==> src/rtl/arbitro_pulsadores.sv <==
// Three-button round arbiter: per-button sync + debounce lanes, rising-edge
// press pulses, and a round FSM with first-press grant, timeout and hold release.

module arbitro_pulsadores_deb #(
    parameter int DEB_CYCLES = 40000
) (
    input  logic clk_in,
    input  logic reset,
    input  logic pin,
    output logic level
);
    localparam int CW = $clog2(DEB_CYCLES + 1);

    logic [1:0]    sync;
    logic [CW-1:0] cnt;

    // Counter tracks how long the synchronized sample has disagreed with level.
    always_ff @(posedge clk_in) begin
        if (!reset) begin
            sync  <= '0;
            cnt   <= '0;
            level <= 1'b0;
        end else begin
            sync <= {sync[0], pin};
            if (sync[1] == level) begin
                cnt <= '0;
            end else if (cnt == CW'(DEB_CYCLES - 1)) begin
                level <= sync[1];
                cnt   <= '0;
            end else begin
                cnt <= cnt + CW'(1);
            end
        end
    end
endmodule

module arbitro_pulsadores #(
    parameter int CLK_HZ     = 4000000,
    parameter int DEB_CYCLES = 40000,
    parameter int TIMEOUT_S  = 10,
    parameter int HOLD_S     = 3
) (
    input  logic       clk_in,
    input  logic       reset,
    input  logic       tick_1hz,
    input  logic       P1,
    input  logic       P2,
    input  logic       P3,
    input  logic       arm,
    input  logic       ack,
    output logic [2:0] press,
    output logic       armed,
    output logic       grant_valid,
    output logic [1:0] grant,
    output logic       timeout
);
    localparam int NUM_BTN = 3;

    typedef enum logic [1:0] {IDLE, ARMED, GRANTED, EXPIRE} state_t;

    logic [NUM_BTN-1:0] pins;
    logic [NUM_BTN-1:0] level;
    logic [NUM_BTN-1:0] level_d;
    state_t             state;
    logic [3:0]         sec;
    logic [3:0]         sec_inc;

    assign pins    = {P3, P2, P1};
    assign sec_inc = sec + 4'd1;

    for (genvar i = 0; i < NUM_BTN; i++) begin : g_btn
        arbitro_pulsadores_deb #(.DEB_CYCLES(DEB_CYCLES)) u_deb (
            .clk_in (clk_in),
            .reset  (reset),
            .pin    (pins[i]),
            .level  (level[i])
        );
    end

    always_ff @(posedge clk_in) begin
        if (!reset) begin
            level_d <= '0;
            press   <= '0;
        end else begin
            level_d <= level;
            press   <= level & ~level_d;
        end
    end

    // Outputs are registered alongside the state so they never see input glitches.
    always_ff @(posedge clk_in) begin
        if (!reset) begin
            state       <= IDLE;
            sec         <= '0;
            armed       <= 1'b0;
            grant_valid <= 1'b0;
            grant       <= '0;
            timeout     <= 1'b0;
        end else begin
            case (state)
                IDLE: begin
                    if (arm) begin
                        state <= ARMED;
                        sec   <= '0;
                        armed <= 1'b1;
                    end
                end
                ARMED: begin
                    if (|press) begin
                        state       <= GRANTED;
                        sec         <= '0;
                        armed       <= 1'b0;
                        grant_valid <= 1'b1;
                        grant       <= press[0] ? 2'd1 : (press[1] ? 2'd2 : 2'd3);
                    end else if (tick_1hz) begin
                        sec <= sec_inc;
                        if (sec_inc == 4'(TIMEOUT_S)) begin
                            state   <= EXPIRE;
                            armed   <= 1'b0;
                            timeout <= 1'b1;
                        end
                    end
                end
                GRANTED: begin
                    if (ack || (tick_1hz && sec_inc == 4'(HOLD_S))) begin
                        state       <= IDLE;
                        grant_valid <= 1'b0;
                        grant       <= '0;
                    end else if (tick_1hz) begin
                        sec <= sec_inc;
                    end
                end
                default: begin
                    state   <= IDLE;
                    timeout <= 1'b0;
                end
            endcase
        end
    end
endmodule

==> config.mk <==
export PLATFORM = sky130hd
export DESIGN_NAME = arbitro_pulsadores
export DESIGN_NICKNAME = d
export VERILOG_FILES = /design/src/rtl/arbitro_pulsadores.sv
export SDC_FILE = /design/constraint.sdc
export NUM_CORES = 1
export LEC_CHECK = 0
export BUFFER_PORTS_ARGS = -buffer_cell sky130_fd_sc_hd__buf_4
export CELL_PAD_IN_SITES_DETAIL_PLACEMENT = 1
export CELL_PAD_IN_SITES_GLOBAL_PLACEMENT = 2
export CORE_UTILIZATION = 40
export CTS_BUF_LIST = sky130_fd_sc_hd__clkbuf_8
export DETAILED_ROUTE_END_ITERATION = 8
export PLACE_DENSITY_LB_ADDON = 0.1
export SYNTH_ARGS = -nofsm -noshare
export SYNTH_HDL_FRONTEND = slang
export SYNTH_HIERARCHICAL = 1
export SYNTH_SLANG_ARGS = --single-unit
==> constraint.sdc <==
create_clock -name clk_in -period 2.2 [get_ports clk_in]
set_input_delay 0.22 -clock clk_in [delete_from_list [all_inputs] [get_ports clk_in]]
set_output_delay 0.22 -clock clk_in [all_outputs]
set_load 0.01 [all_outputs]
==> results.json <==
{
  "die-area_sq_um": 8920,
  "min_path_cells": 2,
  "syn_nets": 386,
  "die_h_um": 94.4,
  "fin_crit_sh_pct": 94.1,
  "clk_pin_slew_ns": 0.08,
  "cts_tree": "yes",
  "fill_cells": 995,
  "grt-busiest-layer": "met2",
  "synth.avg_cell_area_sq_um": 9.29,
  "skew_ns": 0.00945,
  "drt-pass1-iter-count": 4,
  "place.gp.congestion": 0.737,
  "ys_seq_elements": 74,
  "synthCells": 368,
  "overflow": 0,
  "p_int_uw": 1850,
  "rsz0062_at_grt": "no",
  "grt_usage_pct": 16.5,
  "hold_violations": 0,
  "io_buffer_count": 15,
  "switching_share_pct": 22.4,
  "antenna_found_initial": 0,
  "first_iter_violations": 59,
  "yosys_most_used_dff": "dfxtp_1",
  "worst_slew_pin_slew_ns": 0.563,
  "hold_end": "g_btn[1].u_deb/sync[0]",
  "ctsHoldBuffers": 0,
  "dr_total_vias": 2637,
  "critPathLaunchType": "flip-flop",
  "start_util_pct": 41.4,
  "status": "finished clean",
  "drv_slew": 0,
  "critical_path.max_fanout": 5,
  "syn-cell-area_sq_um": 3420,
  "netlist.top_cell.by_area": "dfxtp_1",
  "crit_path_end_kind": "flip-flop",
  "switching_power_uw": 536,
  "regArea_sq_um": 1480,
  "route.detailed.drc": 0,
  "yosys_warnings": 6,
  "fmax_mhz": 483,
  "min_path_type": "in -> reg",
  "ios": 16,
  "via_per_inst": 5.28,
  "p_clk_share_pct": 37.6,
  "crit_family": "simple AND/OR/NAND/NOR gates",
  "leakage_uw": 0.00133,
  "multi_input_area_sq_um": 1830,
  "crit_chain": "inv_1, ha_1, or2b_1, nand2_1, a311o_1, or3b_1, a21oi_1",
  "tns_ns": 0,
  "timing.rr.start": "state[0]",
  "period_needed_ns": 2.07,
  "async_flop_share_pct": 0,
  "wirelength_um": 6860,
  "detail_route.wl_per_cell_um": 13.8,
  "row_count": 33,
  "clockBufferDepth": 2,
  "min-delay-start": "P2",
  "met1_usage_pct": 22.7,
  "max_stage_delay_ns": 0.40,
  "regToRegSetupSlack_ns": 0.13,
  "synth_edf_count": 0,
  "synthDistinctLibCells": 59,
  "die_w_um": 94.4,
  "postRouteAntennaNets": 0,
  "cts_htree_levels": 3,
  "path_buf_inv": 1,
  "synthToLayoutAreaGrowth_pct": 11.7,
  "synth_top_area_share_pct": 43.3,
  "gr-usage-met2_pct": 25.4,
  "startpoint": "state[0]",
  "finalSetupViolCount": 0,
  "combPwrFrac_pct": 5.4,
  "post-dp-hpwl_um": 4880,
  "p_per_area_nw_per_um2": 626,
  "cts_setup_buffers": 0,
  "irDropWorstVdd_mv": 0.276,
  "seqPwrFrac_pct": 57.0,
  "grt_pass1_wl_um": 11600,
  "num-nets-final": 410,
  "crit_type": "reg -> reg",
  "ff2ff_path_depth": 7,
  "cts.sinks": 74,
  "antenna_cells": 0,
  "grt_pass1_vias": 2534,
  "drv_cap": 0,
  "critPathRequiredTime_ns": 2.46,
  "grt_max_degree": 26,
  "cts_root_buffer": "clkbuf_8",
  "core_area_sq_um": 8260,
  "slowest_stage": "or3b_1",
  "yosys-top-cells-area": "dfxtp_1, xnor2_1, nor2_1",
  "drive_gt1_share_pct": 14.0,
  "ctsResizeCount": 0,
  "numCtsBuffers": 9,
  "p_total_uw": 2390,
  "ys_seq_area_share_pct": 43.3,
  "slew_headroom_pct": 62.1,
  "groute.layer.met3.usage_pct": 3.06,
  "clock_latency_ns": 0.33,
  "r2r_end": "sec[2]",
  "crit_arrival_ns": 2.33
}
-- worst max-delay path by stage --
| stage | endpoint | slack (ns) | depth (start not counted) |
|---|---|---|---|
| after detailed placement | sec[2] | 0.08 | 7 |
| final | sec[2] | 0.13 | 7 |
| after floorplan | sec[2] | 0.32 | 7 |
| after global routing | sec[2] | 0.01 | 7 |
| after CTS | sec[2] | 0.05 | 7 |
| after global placement | sec[2] | 0.18 | 7 |
-- metal layers --
metal / vias to the layer above / routed length [um] / share of wire [%]
met4: 0 / 68 / 0.99
met3: 6 / 166 / 2.4
met2: 22 / 3080 / 45
met1: 1256 / 3550 / 52
met5: - / 0 / 0
li1: 1353 / - / -
-- power by group through the flow --
stage / Clock, uW / Combinational [uW] / Sequential, uW
floorplan: 0 / 81.2 / 1390
global placement: 0 / 125 / 1390
detailed placement: 0 / 125 / 1390
CTS: 939 / 126 / 1360
global route: 998 / 144 / 1360
finish: 899 / 129 / 1360
-- placed cells by master, fill, tap and decap left out, types with 3 or more instances in the layout --
| master | n |
|---|---|
| xnor2_1 | 23 |
| nand3_1 | 20 |
| buf_4 | 21 |
| nor2b_1 | 3 |
| nor4_1 | 16 |
| dfxtp_1 | 74 |
| nand4_1 | 15 |
| nor2_1 | 53 |
| xor2_1 | 22 |
| ha_1 | 8 |
| and3_2 | 3 |
| nand2_1 | 22 |
| and2_1 | 10 |
| and3_1 | 4 |
| a21oi_1 | 6 |
| o21ai_0 | 3 |
| inv_1 | 17 |
| nor3_1 | 7 |
| clkbuf_8 | 11 |
| o211ai_1 | 5 |
-- flip-flops by register name, summed over array words and instances (netlist names) --
signal / count
g_btn.u_deb/level: 3
g_btn.u_deb/sync: 6
armed: 1
level_d: 3
press: 3
grant: 2
state: 2
sec: 4
g_btn.u_deb/cnt: 48
grant_valid: 1
timeout: 1
-- cells by family after synthesis --
logic type	share of synthesized area (%)
xor+xnor	11.5
buf+inv	3.48
mux	0.915
simple gates	27.9
fa+ha+maj	3.66
compound gates	9.15
flops	43.3
-- area by class of cell --
class	count	share of cell area [%]
multi-input cells	271	48.0
repair buffers	21	4.13
flip-flops and latches	74	38.8
inverters	15	1.47
clock buffers	11	3.97
clock inverters	2	0.197
well taps	105	3.44
-- cells in the mapped netlist (3+ instances only) --
master	count
inv_1	15
xor2_1	22
nor2_1	53
xnor2_1	23
nand3_1	20
o21ai_0	3
buf_6	3
nand4_1	15
nor3_1	7
o211ai_1	5
a21oi_1	6
nor2b_1	3
nor4_1	16
nand2_1	22
and2_1	10
and3_2	3
and3_1	4
ha_1	10
dfxtp_1	74
-- through the flow --
stage / cells / utilization (%) / cell area, sq um / worst slack (ns) / hold WS [ns]
after floorplan: 368 / - / 3420 / 0.325 / 0.342
after global placement: 486 / 44.1 / 3640 / 0.180 / 0.372
after detailed placement: 486 / 44.1 / 3640 / 0.0832 / 0.378
after CTS: 499 / 46.1 / 3800 / 0.0514 / 0.0821
after global routing: 499 / 46.2 / 3820 / 0.0108 / 0.0879
final: 499 / 46.2 / 3820 / 0.130 / 0.105
No activity file was read; power rests on OpenSTA's default activity.
